==> src/rtl/uart_rx_if.sv <==
`default_nettype none
// ============================================================================
// Module      : uart_rx_if
// Description : Bundles the serial-side inputs and the parallel-side outputs
//               of the UART receiver.
// Revision    : 1.0 - initial release
// ============================================================================
interface uart_rx_if #(
    parameter int DATA_BITS = 8
);
    logic                 BAUD_CLK;
    logic                 RX;
    logic [DATA_BITS-1:0] DATA;
    logic                 VALID;
    logic                 FRAME_ERR;
    logic                 PAR_ERR;
    logic                 BUSY;

    // Receiver side: consumes the divider tap and line, produces bytes
    modport master (
        input  BAUD_CLK, RX,
        output DATA, VALID, FRAME_ERR, PAR_ERR, BUSY
    );

    modport slave (
        output BAUD_CLK, RX,
        input  DATA, VALID, FRAME_ERR, PAR_ERR, BUSY
    );
endinterface
`default_nettype wire

==> src/rtl/uart_rx.sv <==
`default_nettype none
// ============================================================================
// Module      : uart_rx
// Description : Oversampling 8N1 UART receiver; define UART_RX_PARITY_EN for
//               8E1 framing with a live parity-error strobe.
// Revision    : 1.0 - initial release
// ============================================================================
module uart_rx #(
    parameter int OVERSAMPLE = 16,
    parameter int DATA_BITS  = 8
) (
    input  logic        CLK,
    input  logic        RST,
    uart_rx_if.master   bus
);
    localparam int CW = $clog2(OVERSAMPLE);
    localparam int BW = $clog2(DATA_BITS + 1);

    localparam logic [CW-1:0] c_CNT_HALF  = CW'(OVERSAMPLE / 2 - 1);
    localparam logic [CW-1:0] c_CNT_FULL  = CW'(OVERSAMPLE - 1);
    localparam logic [CW-1:0] c_CNT_ONE   = CW'(1);
    localparam logic [BW-1:0] c_BITN_LAST = BW'(DATA_BITS - 1);
    localparam logic [BW-1:0] c_BITN_ONE  = BW'(1);

    typedef enum logic [2:0] {
        S_IDLE      = 3'd0,
        S_START     = 3'd1,
        S_DATA      = 3'd2,
`ifdef UART_RX_PARITY_EN
        S_PARITY    = 3'd3,
`endif
        S_STOP      = 3'd4,
        S_WAIT_HIGH = 3'd5
    } state_t;

    state_t               r_state, w_state_nxt;
    logic                 r_baud_q;
    logic                 r_rx_meta, r_rx_s;
    logic [CW-1:0]        r_cnt, w_cnt_nxt;
    logic [BW-1:0]        r_bitn, w_bitn_nxt;
    logic [DATA_BITS-1:0] r_shift, w_shift_nxt;
    logic [DATA_BITS-1:0] r_data, w_data_nxt;
    logic                 r_valid, w_valid_nxt;
    logic                 r_frame_err, w_frame_err_nxt;
    logic                 w_tick;
`ifdef UART_RX_PARITY_EN
    logic                 r_par_err, w_par_err_nxt;
    logic                 r_par_bad, w_par_bad_nxt;
`endif

    assign w_tick = bus.BAUD_CLK & ~r_baud_q;

    // Edge detector and line synchronizer; line flops idle high
    always_ff @(posedge CLK) begin
        if (RST) begin
            r_baud_q  <= 1'b0;
            r_rx_meta <= 1'b1;
            r_rx_s    <= 1'b1;
        end else begin
            r_baud_q  <= bus.BAUD_CLK;
            r_rx_meta <= bus.RX;
            r_rx_s    <= r_rx_meta;
        end
    end

    always_comb begin
        w_state_nxt     = r_state;
        w_cnt_nxt       = r_cnt;
        w_bitn_nxt      = r_bitn;
        w_shift_nxt     = r_shift;
        w_data_nxt      = r_data;
        w_valid_nxt     = 1'b0;
        w_frame_err_nxt = 1'b0;
`ifdef UART_RX_PARITY_EN
        w_par_err_nxt   = 1'b0;
        w_par_bad_nxt   = r_par_bad;
`endif
        if (w_tick) begin
            case (r_state)
                S_IDLE: begin
                    if (!r_rx_s) begin
                        w_state_nxt = S_START;
                        w_cnt_nxt   = '0;
                    end
                end
                S_START: begin
                    if (r_cnt == c_CNT_HALF) begin
                        if (r_rx_s) begin
                            w_state_nxt = S_IDLE;
                        end else begin
                            w_state_nxt = S_DATA;
                            w_cnt_nxt   = '0;
                            w_bitn_nxt  = '0;
                        end
                    end else begin
                        w_cnt_nxt = r_cnt + c_CNT_ONE;
                    end
                end
                S_DATA: begin
                    if (r_cnt == c_CNT_FULL) begin
                        w_shift_nxt = {r_rx_s, r_shift[DATA_BITS-1:1]};
                        w_cnt_nxt   = '0;
                        w_bitn_nxt  = r_bitn + c_BITN_ONE;
                        if (r_bitn == c_BITN_LAST) begin
`ifdef UART_RX_PARITY_EN
                            w_state_nxt = S_PARITY;
`else
                            w_state_nxt = S_STOP;
`endif
                        end
                    end else begin
                        w_cnt_nxt = r_cnt + c_CNT_ONE;
                    end
                end
`ifdef UART_RX_PARITY_EN
                S_PARITY: begin
                    if (r_cnt == c_CNT_FULL) begin
                        // Even parity: data plus parity bit must hold an even count of ones
                        w_par_bad_nxt = ^{r_shift, r_rx_s};
                        w_cnt_nxt     = '0;
                        w_state_nxt   = S_STOP;
                    end else begin
                        w_cnt_nxt = r_cnt + c_CNT_ONE;
                    end
                end
`endif
                S_STOP: begin
                    if (r_cnt == c_CNT_FULL) begin
                        w_cnt_nxt = '0;
                        if (!r_rx_s) begin
                            w_frame_err_nxt = 1'b1;
                            w_state_nxt     = S_WAIT_HIGH;
`ifdef UART_RX_PARITY_EN
                        end else if (r_par_bad) begin
                            w_par_err_nxt = 1'b1;
                            w_state_nxt   = S_IDLE;
`endif
                        end else begin
                            w_data_nxt  = r_shift;
                            w_valid_nxt = 1'b1;
                            w_state_nxt = S_IDLE;
                        end
                    end else begin
                        w_cnt_nxt = r_cnt + c_CNT_ONE;
                    end
                end
                S_WAIT_HIGH: begin
                    if (r_rx_s) begin
                        w_state_nxt = S_IDLE;
                    end
                end
                default: w_state_nxt = S_IDLE;
            endcase
        end
    end

    always_ff @(posedge CLK) begin
        if (RST) begin
            r_state     <= S_IDLE;
            r_cnt       <= '0;
            r_bitn      <= '0;
            r_shift     <= '0;
            r_data      <= '0;
            r_valid     <= 1'b0;
            r_frame_err <= 1'b0;
`ifdef UART_RX_PARITY_EN
            r_par_err   <= 1'b0;
            r_par_bad   <= 1'b0;
`endif
        end else begin
            r_state     <= w_state_nxt;
            r_cnt       <= w_cnt_nxt;
            r_bitn      <= w_bitn_nxt;
            r_shift     <= w_shift_nxt;
            r_data      <= w_data_nxt;
            r_valid     <= w_valid_nxt;
            r_frame_err <= w_frame_err_nxt;
`ifdef UART_RX_PARITY_EN
            r_par_err   <= w_par_err_nxt;
            r_par_bad   <= w_par_bad_nxt;
`endif
        end
    end

    assign bus.DATA      = r_data;
    assign bus.VALID     = r_valid;
    assign bus.FRAME_ERR = r_frame_err;
    assign bus.BUSY      = (r_state != S_IDLE);
`ifdef UART_RX_PARITY_EN
    assign bus.PAR_ERR   = r_par_err;
`else
    assign bus.PAR_ERR   = 1'b0;
`endif

endmodule
`default_nettype wire

==> src/flat_wrapper.sv <==
// flat-port wrapper written by rule: the top's interface ports become plain ports
module uart_rx_flat 
#(
    parameter int OVERSAMPLE = 16,
    parameter int DATA_BITS  = 8
)
  (CLK, RST, bus_BAUD_CLK, bus_RX, bus_DATA, bus_VALID, bus_FRAME_ERR, bus_PAR_ERR, bus_BUSY);
  uart_rx_if #(.DATA_BITS(DATA_BITS)) bus_i ();
  input  logic CLK;
  input  logic RST;
  input wire logic [$bits(bus_i.BAUD_CLK)-1:0] bus_BAUD_CLK;
  input wire logic [$bits(bus_i.RX)-1:0] bus_RX;
  output wire logic [$bits(bus_i.DATA)-1:0] bus_DATA;
  output wire logic [$bits(bus_i.VALID)-1:0] bus_VALID;
  output wire logic [$bits(bus_i.FRAME_ERR)-1:0] bus_FRAME_ERR;
  output wire logic [$bits(bus_i.PAR_ERR)-1:0] bus_PAR_ERR;
  output wire logic [$bits(bus_i.BUSY)-1:0] bus_BUSY;
  assign bus_i.BAUD_CLK = bus_BAUD_CLK;
  assign bus_i.RX = bus_RX;
  assign bus_DATA = bus_i.DATA;
  assign bus_VALID = bus_i.VALID;
  assign bus_FRAME_ERR = bus_i.FRAME_ERR;
  assign bus_PAR_ERR = bus_i.PAR_ERR;
  assign bus_BUSY = bus_i.BUSY;
  uart_rx #(.OVERSAMPLE(OVERSAMPLE), .DATA_BITS(DATA_BITS)) u_core (.CLK(CLK), .RST(RST), .bus(bus_i));
endmodule
==> config.mk <==
export PLATFORM = sky130hd
export DESIGN_NAME = uart_rx_flat
export DESIGN_NICKNAME = d
export VERILOG_FILES = /design/src/rtl/uart_rx_if.sv /design/src/rtl/uart_rx.sv /design/src/flat_wrapper.sv
export SDC_FILE = /design/constraint.sdc
export NUM_CORES = 1
export LEC_CHECK = 0
export BUFFER_PORTS_ARGS = -buffer_cell sky130_fd_sc_hd__buf_4
export CAP_MARGIN = 15
export CORE_UTILIZATION = 39
export DETAILED_ROUTE_END_ITERATION = 8
export SLEW_MARGIN = 20
export SYNTH_ARGS = -nofsm -noshare
export SYNTH_HDL_FRONTEND = slang
export SYNTH_SLANG_ARGS = --single-unit
==> constraint.sdc <==
create_clock -name CLK -period 5.15 [get_ports CLK]
set_input_delay 1.2875 -clock CLK [delete_from_list [all_inputs] [get_ports CLK]]
set_output_delay 1.2875 -clock CLK [all_outputs]
set_load 0.02 [all_outputs]
Word-level counts from Yosys, hierarchy flattened:

Cells that the tools add are included.

* flip-flop bits (word level): 32
* output and inout bits: 12

* add/sub/neg operators: 2
* eq/ne operators: 14
* mux-type cells: 19
* bitwise gates (word level): 5
* reduce and logical (&&, ||, !) cells: 11

Operators with widths (number)
* $mux 4: 6
* $mux 3: 7
* $pmux 3 s5: 1
* $pmux 4 s3: 1
* $ne 2x1->1 const B: 5
* $add 4x1->4 const B: 2
* $eq 4x3->1 const B: 2
* $pmux 4 s2: 1
* $reduce_and 7->1: 1
* $eq 3x3->1 const B: 2
* $reduce_bool 3->1: 2
* $reduce_and 5->1: 1
* $eq 4x4->1 const B: 1
* $ne 2x2->1 const B: 2
* $not 1->1: 4
* $reduce_and 4->1: 1
* $reduce_or 4->1: 1
* $eq 3x1->1 const B: 1
* $eq 3x2->1 const B: 1
* $logic_not 3->1: 1
* $reduce_and 3->1: 1
* $mux 1: 2
* $mux 2: 1
* $reduce_and 2->1: 1
* 3 further kinds: 3

Longest topological paths before layout:

* depth after elaboration: 4
* depth in mapped cells: 6
* gate-level depth less buffers: 5

Worst setup path after synthesis:

Ideal clock, no wire load.

* path type: input-to-reg
* from: input bus_BAUD_CLK
* to: register u_core.r_data[5], in the netlist u_core.bus.DATA[5]
* data arrival time: 2178 ps
* setup slack: 2845 ps
* stages on the path: 5
* buffers on the path: 1
* cells stage by stage: nand2b_1 or4_1 buf_6 mux2i_1 nor2_1

* cells in the longest elaborated chain, start to end: 2

Ends and longest elaborated chain
* start: declaration: line flat_wrapper.sv:11 `input wire logic [$bits(bus_i.BAUD_CLK)-1:0] bus_BAUD_CLK;`
* $and 1x1->1: line uart_rx.sv:51 `assign w_tick = bus.BAUD_CLK & ~r_baud_q;`
* $reduce_and 4->1 (no line)
* end signal: assignment: line uart_rx.sv:175 `r_data <= w_data_nxt;`
* end: declaration: line uart_rx.sv:42 `logic [DATA_BITS-1:0] r_data, w_data_nxt;`

No other way between the ends.
A chain may end at the register's enable or synchronous reset.

Worst setup path in the final report:

* from: input bus_BAUD_CLK
* to: register u_core.r_bitn[1]

* cells in the longest elaborated chain, start to end: 2

Ends and longest elaborated chain
* $and 1x1->1: line uart_rx.sv:51
* $reduce_and 5->1 (no line)
* end signal: assignment: line uart_rx.sv:173 `r_bitn <= w_bitn_nxt;`
* end: declaration: line uart_rx.sv:40 `logic [BW-1:0] r_bitn, w_bitn_nxt;`

No other way between the ends.

==> results.md <==
* Slew headroom at 38.2%
* Status: finished, final reports clean
* Vias/cell at 5.48
* Hold-fix buffers, CTS at 0
* Worst EP arrival at 2830 ps
* Leak at 0.695 nW
* Post-synth top cells: dfxtp_1 (32), nor2_1 (21), mux2i_1 (16)
* Die area at 4140 um2
* Worst reg2reg path depth at 4
* Drt pass-1 iters at 4
* Share of layout cells above drive strength 1 at 16.8%
* Slowest cell on the critical path: nor3_2
* Hold_ws at 415 ps
* Reg2reg start: u_core.r_state[1]$_SDFFE_PP0P_
* Net count, final at 178
* Worst-skew pair later-pin latency at 280 ps
* Max VDD drop at 171 uV
* GRT Max-Usage Layer: met2
* Die Ht at 64.3 um
* CP max FO at 11
* Post-CTS setup buffers at 0
* R2r setup slk at 2850 ps
* Max-slew violations at 0
* Post-DRT Antenna Nets at 0
* CTS resizes at 0
* DR vias at 1210
* Final setup viols at 0
* Critical-path cell list: buf_4, nand2b_1, nor3_2, a21oi_1, a311oi_1
* Antenna violations before repair at 0
* Max Root-Sink Buffers at 2
* Max Clock Freq at 0.378 GHz
* Pin count of the biggest net entering global routing at 32
* Global route overflow at 0
* Final WL at 2960 um
* Clk root buf: clkbuf_8
* # fillers at 371
* First-pass GRT wire length at 5220 um
* Sequential cell area at 641 um2
* Synth area leaders: dfxtp_1 (42%), mux2i_1 (11%), nor2_1 (5.2%), a21oi_1 (2.3%), nand2_1 (2.2%)
* Tmin final at 2640 ps
* H-tree depth at 2
* Average size of a mapped cell at 9.29 um2
* Met2 Use GR at 24.9%
* Synth Register Bits at 32
* Most common cell in the netlist: dfxtp_1
* RSZ-0062 raised after global routing: no
* # port buffers at 14
* Met3 usage at 5.89%
* Synth warn at 0
* Startpoint types: input pin
* Worst clock skew at 5.80 ps
* Yosys cell types at 45
* Critical Path Sink Type: flop
* Crit-path max cell delay at 830 ps
* CTS Sinks at 32
* Top FF cell, synth: dfxtp_1
* Critical Path RT at 5340 ps
* Ys async rst share at 0%
* Core area at 3690 um2
* Antenna diodes at 0
* Starting Density at 41.0%
* Area Growth Syn to Fin at 14.6%
* Post-Synthesis Cells at 163
* Final routed DRC violation total at 0
* Io pins at 16
* Final period util at 51.3%
* Top cell type's share of synthesized area at 42.3%
* Die Wd at 64.3 um
* Critical path class: in -> reg
* Inserted Clock Buffers at 5
* CTS clk-pin slew, worst paths at 60 ps
* Worst hold stages at 1
* Vias in the first global route at 1201
* Routed wire per std cell at 13.4 um
* Number of flops mapped to enable cells by yosys at 0
* Sequential area share after synthesis at 42.3%
* Placed Area at 1610 um2
* Worst slew pin tran at 922 ps
* Yosys top cell by area: dfxtp_1
* Iter 0 DRT Violations at 110
* Worst hold path type: reg -> reg
* P per Cell Area at 305 nW/um2
* Final Hold Viols at 0
* Global-route usage over all layers at 16.3%
* Synth Cell Area at 1510 um2
* Reg2reg end: u_core.r_bitn[1]$_SDFFE_PP0P_
* CTS tree: done
* Post-route setup TNS at 0 ps
* HP Start: u_core.r_rx_meta$_SDFF_PP1_
* Syn Nets at 169
* Detailed Place HPWL at 1970 um
* Final instance area at 1740 um2
* Final Power at 0.530 mW
* # rows at 22
* Hold path endpoint: u_core.r_rx_s$_SDFF_PP1_
* Area of the multi-input gates at 781 um2
* Placer congestion estimate at 0.830
* Max_cap viols at 0
* Grt met1 use at 19.8%
through the flow:
| stage | std cells | util (%) | setup WS [ps] |
|---|---|---|---|
| final | 221 | 47.0 | 2510 |
| after global routing | 221 | 47.0 | 2380 |
| after CTS | 221 | 47.0 | 2520 |
| after detailed placement | 213 | 43.6 | 2230 |
| after global placement | 213 | 43.6 | 2280 |
| after floorplan | 163 | - | 2840 |
layer usage:
metal | vias to the layer above | wire length (um)
met5 | - | 0
met4 | 0 | 44
met3 | 5 | 199
met2 | 40 | 1380
met1 | 560 | 1330
li1 | 605 | -
registers in the layout, summed over array words and instances, names as in the netlist:
| name | cells |
|---|---|
| u_core.r_baud_q | 1 |
| u_core.r_rx_s | 1 |
| u_core.r_shift | 8 |
| u_core.r_rx_meta | 1 |
| u_core.r_cnt | 4 |
| u_core.bus.FRAME_ERR | 1 |
| u_core.r_bitn | 4 |
| u_core.r_state | 3 |
| u_core.bus.DATA | 8 |
| u_core.bus.VALID | 1 |
final cells by class:
cell class,count,share of cell area [%]
clock inverters,1,1.73
flip-flops and latches,32,36.9
repair buffers,14,6.06
multi-input cells,113,45.0
inverters,6,1.30
clock buffers,7,5.55
well taps,48,3.46
kinds of logic (layout without fill, tap and decap cells):
family | Yosys count | after routing | share of synthesized area, %
and+or+nand+nor | 58 | 58 | 21.0
AOI/OAI and AO/OA | 33 | 33 | 16.4
DFF | 32 | 32 | 42.3
buffers and inverters | 18 | 28 | 6.12
muxes | 16 | 16 | 10.6
xor gates and xnor gates | 3 | 3 | 1.74
adders and majority gates | 2 | 2 | 1.65
other | 1 | 1 | 0.248
report_power, final:
| part | switching (mW) | internal, mW | leakage, nW |
|---|---|---|---|
| sequential | 0.00162 | 0.249 | 0.258 |
| combinational | 0.0117 | 0.00548 | 0.372 |
| clock | 0.0919 | 0.171 | 0.0645 |
| total | 0.105 | 0.425 | 0.695 |
worst max path at each step:
stage                 start                              end  slack (ps)
2_1_floorplan  bus_BAUD_CLK  u_core.bus.DATA[5]$_SDFFE_PP0P_        2840
3_3_place_gp   bus_BAUD_CLK    u_core.r_bitn[1]$_SDFFE_PP0P_        2280
3_5_place_dp   bus_BAUD_CLK    u_core.r_bitn[1]$_SDFFE_PP0P_        2230
4_1_cts        bus_BAUD_CLK    u_core.r_bitn[1]$_SDFFE_PP0P_        2520
5_1_grt        bus_BAUD_CLK    u_core.r_bitn[1]$_SDFFE_PP0P_        2380
6_report       bus_BAUD_CLK    u_core.r_bitn[1]$_SDFFE_PP0P_        2510
worst max-delay path: cells and delay by family:
| family | cells | cell delay (ps) |
|---|---|---|
| compound gates | 2 | 420 |
| buf+inv | 1 | 90 |
| simple gates | 2 | 1030 |
cells in the final DEF (no fill, tap or decap), drive strengths merged, types with 3 or more instances in the layout:
cell    count
nor3        4
o21ai       4
mux2i      16
a21oi       7
o31ai       3
a311oi      3
nand2       9
dfxtp      32
or4         3
inv         6
nor2b       5
buf        14
xnor2       3
clkbuf      7
nor2       21
Note: power is estimated with default switching activity, not from simulation.
